==> config.mk <==
export PLATFORM = sky130hd
export DESIGN_NAME = alt_vipitc121_common_line_sequencer
export DESIGN_NICKNAME = d
export VERILOG_FILES = /design/src/rtl/alt_vipitc121_common_line_sequencer.sv
export SDC_FILE = /design/constraint.sdc
export NUM_CORES = 1
export LEC_CHECK = 0
export BUFFER_PORTS_ARGS = -buffer_cell sky130_fd_sc_hd__buf_2
export CORE_ASPECT_RATIO = 0.5
export CORE_UTILIZATION = 35
export DETAILED_ROUTE_END_ITERATION = 12
export GPL_TIMING_DRIVEN = 0
export HOLD_SLACK_MARGIN = 0.08
export PLACE_DENSITY = 0.56
export SLEW_MARGIN = 20
export SYNTH_ARGS = -nofsm -noshare
export SYNTH_HDL_FRONTEND = slang
export SYNTH_SLANG_ARGS = --single-unit
==> constraint.sdc <==
create_clock -name clk -period 3.5 [get_ports clk]
set_input_delay 0.7 -clock clk [delete_from_list [all_inputs] [get_ports clk]]
set_output_delay 0.7 -clock clk [all_outputs]
set_load 0.03 [all_outputs]
==> src/rtl/alt_vipitc121_common_line_sequencer.sv <==
// Line/frame sequencer for the clocked-video output sample counter.
// Optional FIFO underflow detection: define ALT_VIPITC121_SEQ_UNDERFLOW_EN.
module alt_vipitc121_common_line_sequencer #(
  parameter int NUMBER_OF_COLOUR_PLANES       = 3,
  parameter int COLOUR_PLANES_ARE_IN_PARALLEL = 0,
  parameter int LOG2_NUMBER_OF_COLOUR_PLANES  = 2,
  parameter int CNT_WIDTH                     = 16
) (
  input  logic                 clk,
  input  logic                 rst,
  input  logic                 enable,
  input  logic                 hd_sdn_in,
  input  logic [CNT_WIDTH-1:0] h_active_samples,
  input  logic [CNT_WIDTH-1:0] h_blank_cycles,
  input  logic [CNT_WIDTH-1:0] h_line_cycles,
  input  logic [CNT_WIDTH-1:0] v_active_lines,
  input  logic [CNT_WIDTH-1:0] v_blank_lines,
  input  logic                 count_sample,
  input  logic                 vid_valid,
  output logic                 count_cycle,
  output logic                 sclr,
  output logic                 hd_sdn,
  output logic                 vid_ready,
  output logic                 sof,
  output logic                 sol,
  output logic                 active,
  output logic [CNT_WIDTH-1:0] line_count,
  output logic                 busy,
  output logic                 underflow
);

  // When every cycle carries a whole sample, the cycle itself is the sample tick.
  localparam logic ONE_CYCLE_SAMPLES = (COLOUR_PLANES_ARE_IN_PARALLEL != 0) ||
                                       (NUMBER_OF_COLOUR_PLANES == 1) ||
                                       (LOG2_NUMBER_OF_COLOUR_PLANES == 0);
  localparam logic [CNT_WIDTH-1:0] ONE = {{(CNT_WIDTH-1){1'b0}}, 1'b1};

  typedef enum logic [1:0] {IDLE, H_ACTIVE, H_BLANK, V_BLANK} state_t;

  state_t state_reg, state_next;

  logic [CNT_WIDTH-1:0] h_active_sh_reg, h_blank_sh_reg, h_line_sh_reg;
  logic [CNT_WIDTH-1:0] v_active_sh_reg, v_blank_sh_reg;
  logic                 hd_sh_reg;

  logic [CNT_WIDTH-1:0] sample_cnt_reg, sample_cnt_next;
  logic [CNT_WIDTH-1:0] cyc_cnt_reg, cyc_cnt_next;
  logic [CNT_WIDTH-1:0] vline_cnt_reg, vline_cnt_next;
  logic [CNT_WIDTH-1:0] line_reg, line_next;

  logic count_cycle_reg, sclr_reg, hd_sdn_reg, sof_reg, sol_reg, active_reg, busy_reg;
  logic sof_next, sol_next, sclr_next, load_cfg;
  logic line_done, frame_done, start_frame, sample_tick;

  function automatic logic [CNT_WIDTH-1:0] clamp1(input logic [CNT_WIDTH-1:0] v);
    return (v == '0) ? ONE : v;
  endfunction

  assign sample_tick = count_cycle_reg & (ONE_CYCLE_SAMPLES | count_sample);
  assign vid_ready   = count_sample & count_cycle_reg;

  always_comb begin
    state_next      = state_reg;
    sof_next        = 1'b0;
    sol_next        = 1'b0;
    sclr_next       = 1'b0;
    load_cfg        = 1'b0;
    line_done       = 1'b0;
    frame_done      = 1'b0;
    start_frame     = 1'b0;
    line_next       = line_reg;
    sample_cnt_next = sample_cnt_reg;
    cyc_cnt_next    = cyc_cnt_reg;
    vline_cnt_next  = vline_cnt_reg;

    case (state_reg)
      IDLE: begin
        if (enable) start_frame = 1'b1;
      end
      H_ACTIVE: begin
        if (sample_tick) begin
          sample_cnt_next = sample_cnt_reg + ONE;
          if (sample_cnt_reg == h_active_sh_reg - ONE) begin
            if (h_blank_sh_reg == '0) line_done  = 1'b1;
            else                      state_next = H_BLANK;
          end
        end
      end
      H_BLANK: begin
        cyc_cnt_next = cyc_cnt_reg + ONE;
        if (cyc_cnt_reg == h_blank_sh_reg - ONE) line_done = 1'b1;
      end
      V_BLANK: begin
        if (cyc_cnt_reg == h_line_sh_reg - ONE) begin
          cyc_cnt_next   = '0;
          vline_cnt_next = vline_cnt_reg + ONE;
          if (vline_cnt_reg == v_blank_sh_reg - ONE) frame_done = 1'b1;
        end else begin
          cyc_cnt_next = cyc_cnt_reg + ONE;
        end
      end
      default: state_next = IDLE;
    endcase

    if (line_done) begin
      if (line_reg != v_active_sh_reg - ONE) begin
        state_next = H_ACTIVE;
        sol_next   = 1'b1;
        sclr_next  = 1'b1;
        line_next  = line_reg + ONE;
      end else if (v_blank_sh_reg == '0) begin
        frame_done = 1'b1;
      end else begin
        state_next = V_BLANK;
      end
    end

    // Frame end: a dropped enable lets the frame finish, then parks in IDLE.
    if (frame_done) begin
      if (enable) start_frame = 1'b1;
      else        state_next  = IDLE;
    end

    if (start_frame) begin
      state_next = H_ACTIVE;
      sof_next   = 1'b1;
      sol_next   = 1'b1;
      sclr_next  = 1'b1;
      load_cfg   = 1'b1;
      line_next  = '0;
    end

    if (state_next == IDLE) line_next = '0;

    // Every state entry (and each new line) restarts the per-state counters.
    if (state_next != state_reg || sclr_next) begin
      sample_cnt_next = '0;
      cyc_cnt_next    = '0;
      vline_cnt_next  = '0;
    end
  end

  always_ff @(posedge clk) begin
    if (rst) begin
      state_reg       <= IDLE;
      h_active_sh_reg <= '0;
      h_blank_sh_reg  <= '0;
      h_line_sh_reg   <= '0;
      v_active_sh_reg <= '0;
      v_blank_sh_reg  <= '0;
      hd_sh_reg       <= 1'b0;
      sample_cnt_reg  <= '0;
      cyc_cnt_reg     <= '0;
      vline_cnt_reg   <= '0;
      line_reg        <= '0;
      count_cycle_reg <= 1'b0;
      sclr_reg        <= 1'b0;
      hd_sdn_reg      <= 1'b0;
      sof_reg         <= 1'b0;
      sol_reg         <= 1'b0;
      active_reg      <= 1'b0;
      busy_reg        <= 1'b0;
    end else begin
      state_reg      <= state_next;
      sample_cnt_reg <= sample_cnt_next;
      cyc_cnt_reg    <= cyc_cnt_next;
      vline_cnt_reg  <= vline_cnt_next;
      line_reg       <= line_next;
      if (load_cfg) begin
        h_active_sh_reg <= clamp1(h_active_samples);
        h_blank_sh_reg  <= h_blank_cycles;
        h_line_sh_reg   <= clamp1(h_line_cycles);
        v_active_sh_reg <= clamp1(v_active_lines);
        v_blank_sh_reg  <= v_blank_lines;
        hd_sh_reg       <= hd_sdn_in;
      end
      count_cycle_reg <= (state_next == H_ACTIVE);
      active_reg      <= (state_next == H_ACTIVE);
      busy_reg        <= (state_next != IDLE);
      sclr_reg        <= sclr_next;
      sof_reg         <= sof_next;
      sol_reg         <= sol_next;
      if (state_next == IDLE) hd_sdn_reg <= 1'b0;
      else if (load_cfg)      hd_sdn_reg <= hd_sdn_in;
      else                    hd_sdn_reg <= hd_sh_reg;
    end
  end

  assign count_cycle = count_cycle_reg;
  assign sclr        = sclr_reg;
  assign hd_sdn      = hd_sdn_reg;
  assign sof         = sof_reg;
  assign sol         = sol_reg;
  assign active      = active_reg;
  assign busy        = busy_reg;
  assign line_count  = line_reg;

`ifdef ALT_VIPITC121_SEQ_UNDERFLOW_EN
  logic underflow_reg;

  // A new underflow in the sof cycle wins over the frame-start clear.
  always_ff @(posedge clk) begin
    if (rst)                         underflow_reg <= 1'b0;
    else if (vid_ready && !vid_valid) underflow_reg <= 1'b1;
    else if (sof_reg)                underflow_reg <= 1'b0;
  end

  assign underflow = underflow_reg;
`else
  logic unused_vid_valid;
  assign unused_vid_valid = vid_valid;
  assign underflow        = 1'b0;
`endif

endmodule

==> insert_results.sql <==
INSERT INTO impl_metrics (metric_group, metric, value, unit) VALUES
('place', 'numPlacedInstances', '1594', ''),
('place', 'dp_hpwl', '21.3', 'mm'),
('die', 'num_rows', '42', ''),
('clock_network', 'cts_num_sinks', '152', ''),
('yosys', 'synthDominantCellAreaShare', '31.7', '%'),
('sta', 'timing.final.setup_violations', '128', ''),
('place', 'finalWeightedCongestion', '0.867', ''),
('yosys', 'synth.top_cells.by_area', 'sky130_fd_sc_hd__dfxtp_1 32%, sky130_fd_sc_hd__mux2i_1 9.0%, sky130_fd_sc_hd__xnor2_1 8.2%', ''),
('worst_setup_path', 'cell_breakdown_of_the_critical_path', 'inv_2 -> ha_4 -> or4b_4 -> or3_4 -> a2111oi_4 -> nand3_1 -> or4_4 -> nor4_4 -> a41o_2 -> or4_4 -> nand4_4 -> buf_8 -> clkbuf_16 -> nor3_2', ''),
('worst_setup_path', 'timing.critical_path.slowest_cell_delay', '0.46', 'ns'),
('die', 'die_h', '119', 'um'),
('yosys', 'synth.yosys.warnings', '0', ''),
('die', 'width_of_the_chip', '236', 'um'),
('drt', 'post_drt_via_cell_ratio', '5.39', ''),
('sta', 'grt_setup_unrepaired', 'true', ''),
('sta', 'fin_crit_sh', '105', '%'),
('grt', 'globalRouteOverflowTotal', '0', ''),
('yosys', 'synth_simple_gate_area_share', '28.7', '%'),
('yosys', 'synth-xor-area-share', '14.0', '%'),
('drt', 'detail_route.first_pass.iterations', '5', ''),
('sta', 'timing.final.ws_setup', '-0.180', 'ns'),
('clock_network', 'tritoncts.num_buffers', '17', ''),
('yosys', 'synth-compound-area-share', '9.35', '%'),
('sta', 'tightestPinTransition', '0.934', 'ns'),
('sta', 'worst_clock_skew', '0.0131', 'ns'),
('sta', 'period_needed', '3.68', 'ns'),
('worst_setup_path', 'critical_path_peak_fanout', '7', ''),
('die', 'floorplan.io_pins', '111', ''),
('finish', 'final_cells', '1677', ''),
('hold_path', 'hold_path_startpoint', 'v_blank_lines[12]', ''),
('worst_setup_path', 'ff2ff_setup_slack', '-0.18', 'ns'),
('power', 'ir_worst_vdd', '341', 'uV'),
('worst_setup_path', 'cell_depth_of_the_worst_setup_path', '14', ''),
('sta', 'hold_violations', '0', ''),
('clock_network', 'postCtsHoldBufs', '0', ''),
('yosys', 'seq_area_frac_synth', '31.7', '%'),
('yosys', 'postSynthNetCount', '1234', ''),
('drt', 'antenna_violating_nets_post_route', '0', ''),
('run_status', 'run_status', 'finished, violations left', ''),
('yosys', 'synth.ff_latch_count', '152', ''),
('finish', 'num-nets-final', '1411', ''),
('grt', 'first_global_vias', '8483', ''),
('yosys', 'async_reset_ff_share', '0', '%'),
('worst_setup_path', 'timing.rr.start', 'v_blank_sh_reg[1]', ''),
('drt', 'dr.first_iter.drc_count', '572', ''),
('grt', 'grtUsageTotal', '20.7', '%'),
('yosys', 'synth.area.mux_share', '9.21', '%'),
('grt', 'first_pass_grt_wire_length', '45.5', 'mm'),
('worst_setup_path', 'r2r.worst_path.cells', '14', ''),
('power', 'powerDensity', '414', 'nW/um^2'),
('finish', 'post_route_cells_drive_above_1_share', '30.1', '%'),
('hold_path', 'hold_class', 'primary input to register', ''),
('worst_setup_path', 'timing.setup.critical_path_class', 'register to register', ''),
('worst_setup_path', 'crit_slowest_cell', 'sky130_fd_sc_hd__or4b_4', ''),
('die', 'core_area', '26700', 'sq um'),
('hold_path', 'holdPathStages', '3', ''),
('drt', 'drt_wl_total', '29.8', 'mm'),
('run', 'max_cap_violations', '0', ''),
('worst_setup_path', 'r2r_end', 'cyc_cnt_reg[1]', ''),
('worst_setup_path', 'critical_path_s_most_frequent_cell', 'sky130_fd_sc_hd__or4_4', ''),
('power', 'cellLeakagePower', '0.00513', 'uW'),
('place', 'placement.setup.worst_slack', '-0.727', 'ns'),
('clock_network', 'cts.clk_slew.worst_paths', '0.07', 'ns'),
('finish', 'filler_cell_count', '2465', ''),
('run_status', 'failed_checks', 'setup timing', ''),
('sta', 'slew_viol_final', '0', ''),
('worst_setup_path', 'required', '3.88', 'ns'),
('grt', 'grt_max_degree', '17', ''),
('grt', 'grt_antenna_before_repair', '1', ''),
('yosys', 'synth_top_flop_cell', 'sky130_fd_sc_hd__dfxtp_1', ''),
('sta', 'slew-limit-headroom', '37.7', '%');
worst max path at each step:
stage                        from             endpoint  slack [ns]
6_report        v_blank_sh_reg[1]       cyc_cnt_reg[1]       -0.18
3_5_place_dp    h_blank_sh_reg[2]     vline_cnt_reg[8]       -0.73
2_1_floorplan  v_active_sh_reg[0]        line_count[4]      0.0008
4_1_cts         v_blank_sh_reg[1]  h_active_sh_reg[11]        -0.1
3_3_place_gp   h_active_sh_reg[0]   sample_cnt_reg[15]       -0.72
5_1_grt          h_line_sh_reg[0]   sample_cnt_reg[13]       -0.26
cells in the final DEF, fill, tap and decap left out, types with 14 or more instances in the layout:
cell | Yosys | final
sky130_fd_sc_hd__buf_2 | 12 | 109
sky130_fd_sc_hd__buf_4 | 7 | 32
sky130_fd_sc_hd__buf_6 | 10 | 23
sky130_fd_sc_hd__clkbuf_1 | 42 | 28
sky130_fd_sc_hd__clkbuf_16 | 0 | 27
sky130_fd_sc_hd__dfxtp_1 | 152 | 144
sky130_fd_sc_hd__inv_1 | 30 | 21
sky130_fd_sc_hd__mux2i_1 | 86 | 84
sky130_fd_sc_hd__nand2_1 | 65 | 64
sky130_fd_sc_hd__nand3_1 | 33 | 33
sky130_fd_sc_hd__nand4_1 | 30 | 30
sky130_fd_sc_hd__nor2_1 | 150 | 137
sky130_fd_sc_hd__nor3_1 | 50 | 34
sky130_fd_sc_hd__nor3_2 | 21 | 27
sky130_fd_sc_hd__nor4_1 | 44 | 27
sky130_fd_sc_hd__o21ai_0 | 15 | 14
sky130_fd_sc_hd__xnor2_1 | 90 | 89
sky130_fd_sc_hd__xor2_1 | 63 | 63
what timing repair did:
| item | CTS | global route |
|---|---|---|
| cloned | 5 | 10 |
| gates resized for setup | 126 | 119 |
| pin swaps | 37 | 51 |
| setup buffers | 26 | 20 |
| setup endpoints to repair | 152 | 151 |
| hold endpoints to repair | 0 | 0 |
stage by stage:
step                      setup TNS (ns)  cell area [sq um]
after floorplan                        0               9700
after global placement            -84.59              10700
after detailed placement          -84.85              10700
after CTS                          -5.78              12100
after global routing              -24.26              13000
final                             -13.10              13000
kinds of logic after synthesis:
family / after synthesis
AO/OA/AOI/OAI: 120
other: 1
multiplexers: 88
XOR/XNOR: 153
AND/OR/NAND/NOR: 504
buffers and inverters: 104
flip-flops: 152
adder cells (fa/ha/maj): 13
metal layers:
layer	global-route usage, %	part of all wire (%)
met2	31.8	45
met5	0	0
met4	6.05	1.4
met3	4.13	4.4
met1	29.1	50
Yosys cell counts (12+ instances only):
cell type and number:
sky130_fd_sc_hd__or4_1 13, sky130_fd_sc_hd__dfxtp_1 152, sky130_fd_sc_hd__nand2_1 65, sky130_fd_sc_hd__nor3_1 50
sky130_fd_sc_hd__inv_1 30, sky130_fd_sc_hd__clkbuf_1 42, sky130_fd_sc_hd__mux2i_1 86, sky130_fd_sc_hd__xor2_1 63
sky130_fd_sc_hd__nor2_1 150, sky130_fd_sc_hd__ha_1 13, sky130_fd_sc_hd__o21ai_0 15, sky130_fd_sc_hd__buf_2 12
sky130_fd_sc_hd__nand4_1 30, sky130_fd_sc_hd__nand3_1 33, sky130_fd_sc_hd__a21oi_1 19, sky130_fd_sc_hd__nor3_2 21
sky130_fd_sc_hd__nor4_1 44, sky130_fd_sc_hd__xnor2_1 90, sky130_fd_sc_hd__or3_1 12, sky130_fd_sc_hd__and3_1 13
area by class of cell:
cell class,count,area (sq um),area share [%]
repair buffers,168,1310,10.0
diodes,1,2.50,0.0192
clock inverters,11,169,1.30
inverters,30,125,0.960
flip-flops and latches,152,3070,23.5
clock buffers,20,467,3.58
well taps,352,440,3.38
multi-input cells,879,6890,52.8
plain buffers,64,567,4.35
worst reg2reg max path, stage by stage (launching register included):
cell and delay (ns):
sky130_fd_sc_hd__dfxtp_4 0.35, sky130_fd_sc_hd__inv_2 0.06, sky130_fd_sc_hd__ha_4 0.13, sky130_fd_sc_hd__or4b_4 0.46
sky130_fd_sc_hd__or3_4 0.39, sky130_fd_sc_hd__a2111oi_4 0.38, sky130_fd_sc_hd__nand3_1 0.15, sky130_fd_sc_hd__or4_4 0.45
sky130_fd_sc_hd__nor4_4 0.17, sky130_fd_sc_hd__a41o_2 0.21, sky130_fd_sc_hd__or4_4 0.15, sky130_fd_sc_hd__nand4_4 0.16
sky130_fd_sc_hd__buf_8 0.22, sky130_fd_sc_hd__clkbuf_16 0.16, sky130_fd_sc_hd__nor3_2 0.16
report_power, final:
group	switching (uW)	internal, uW
clock	782	1250
sequential	109	1800
combinational	738	714
(Power assumes the default switching activity.)
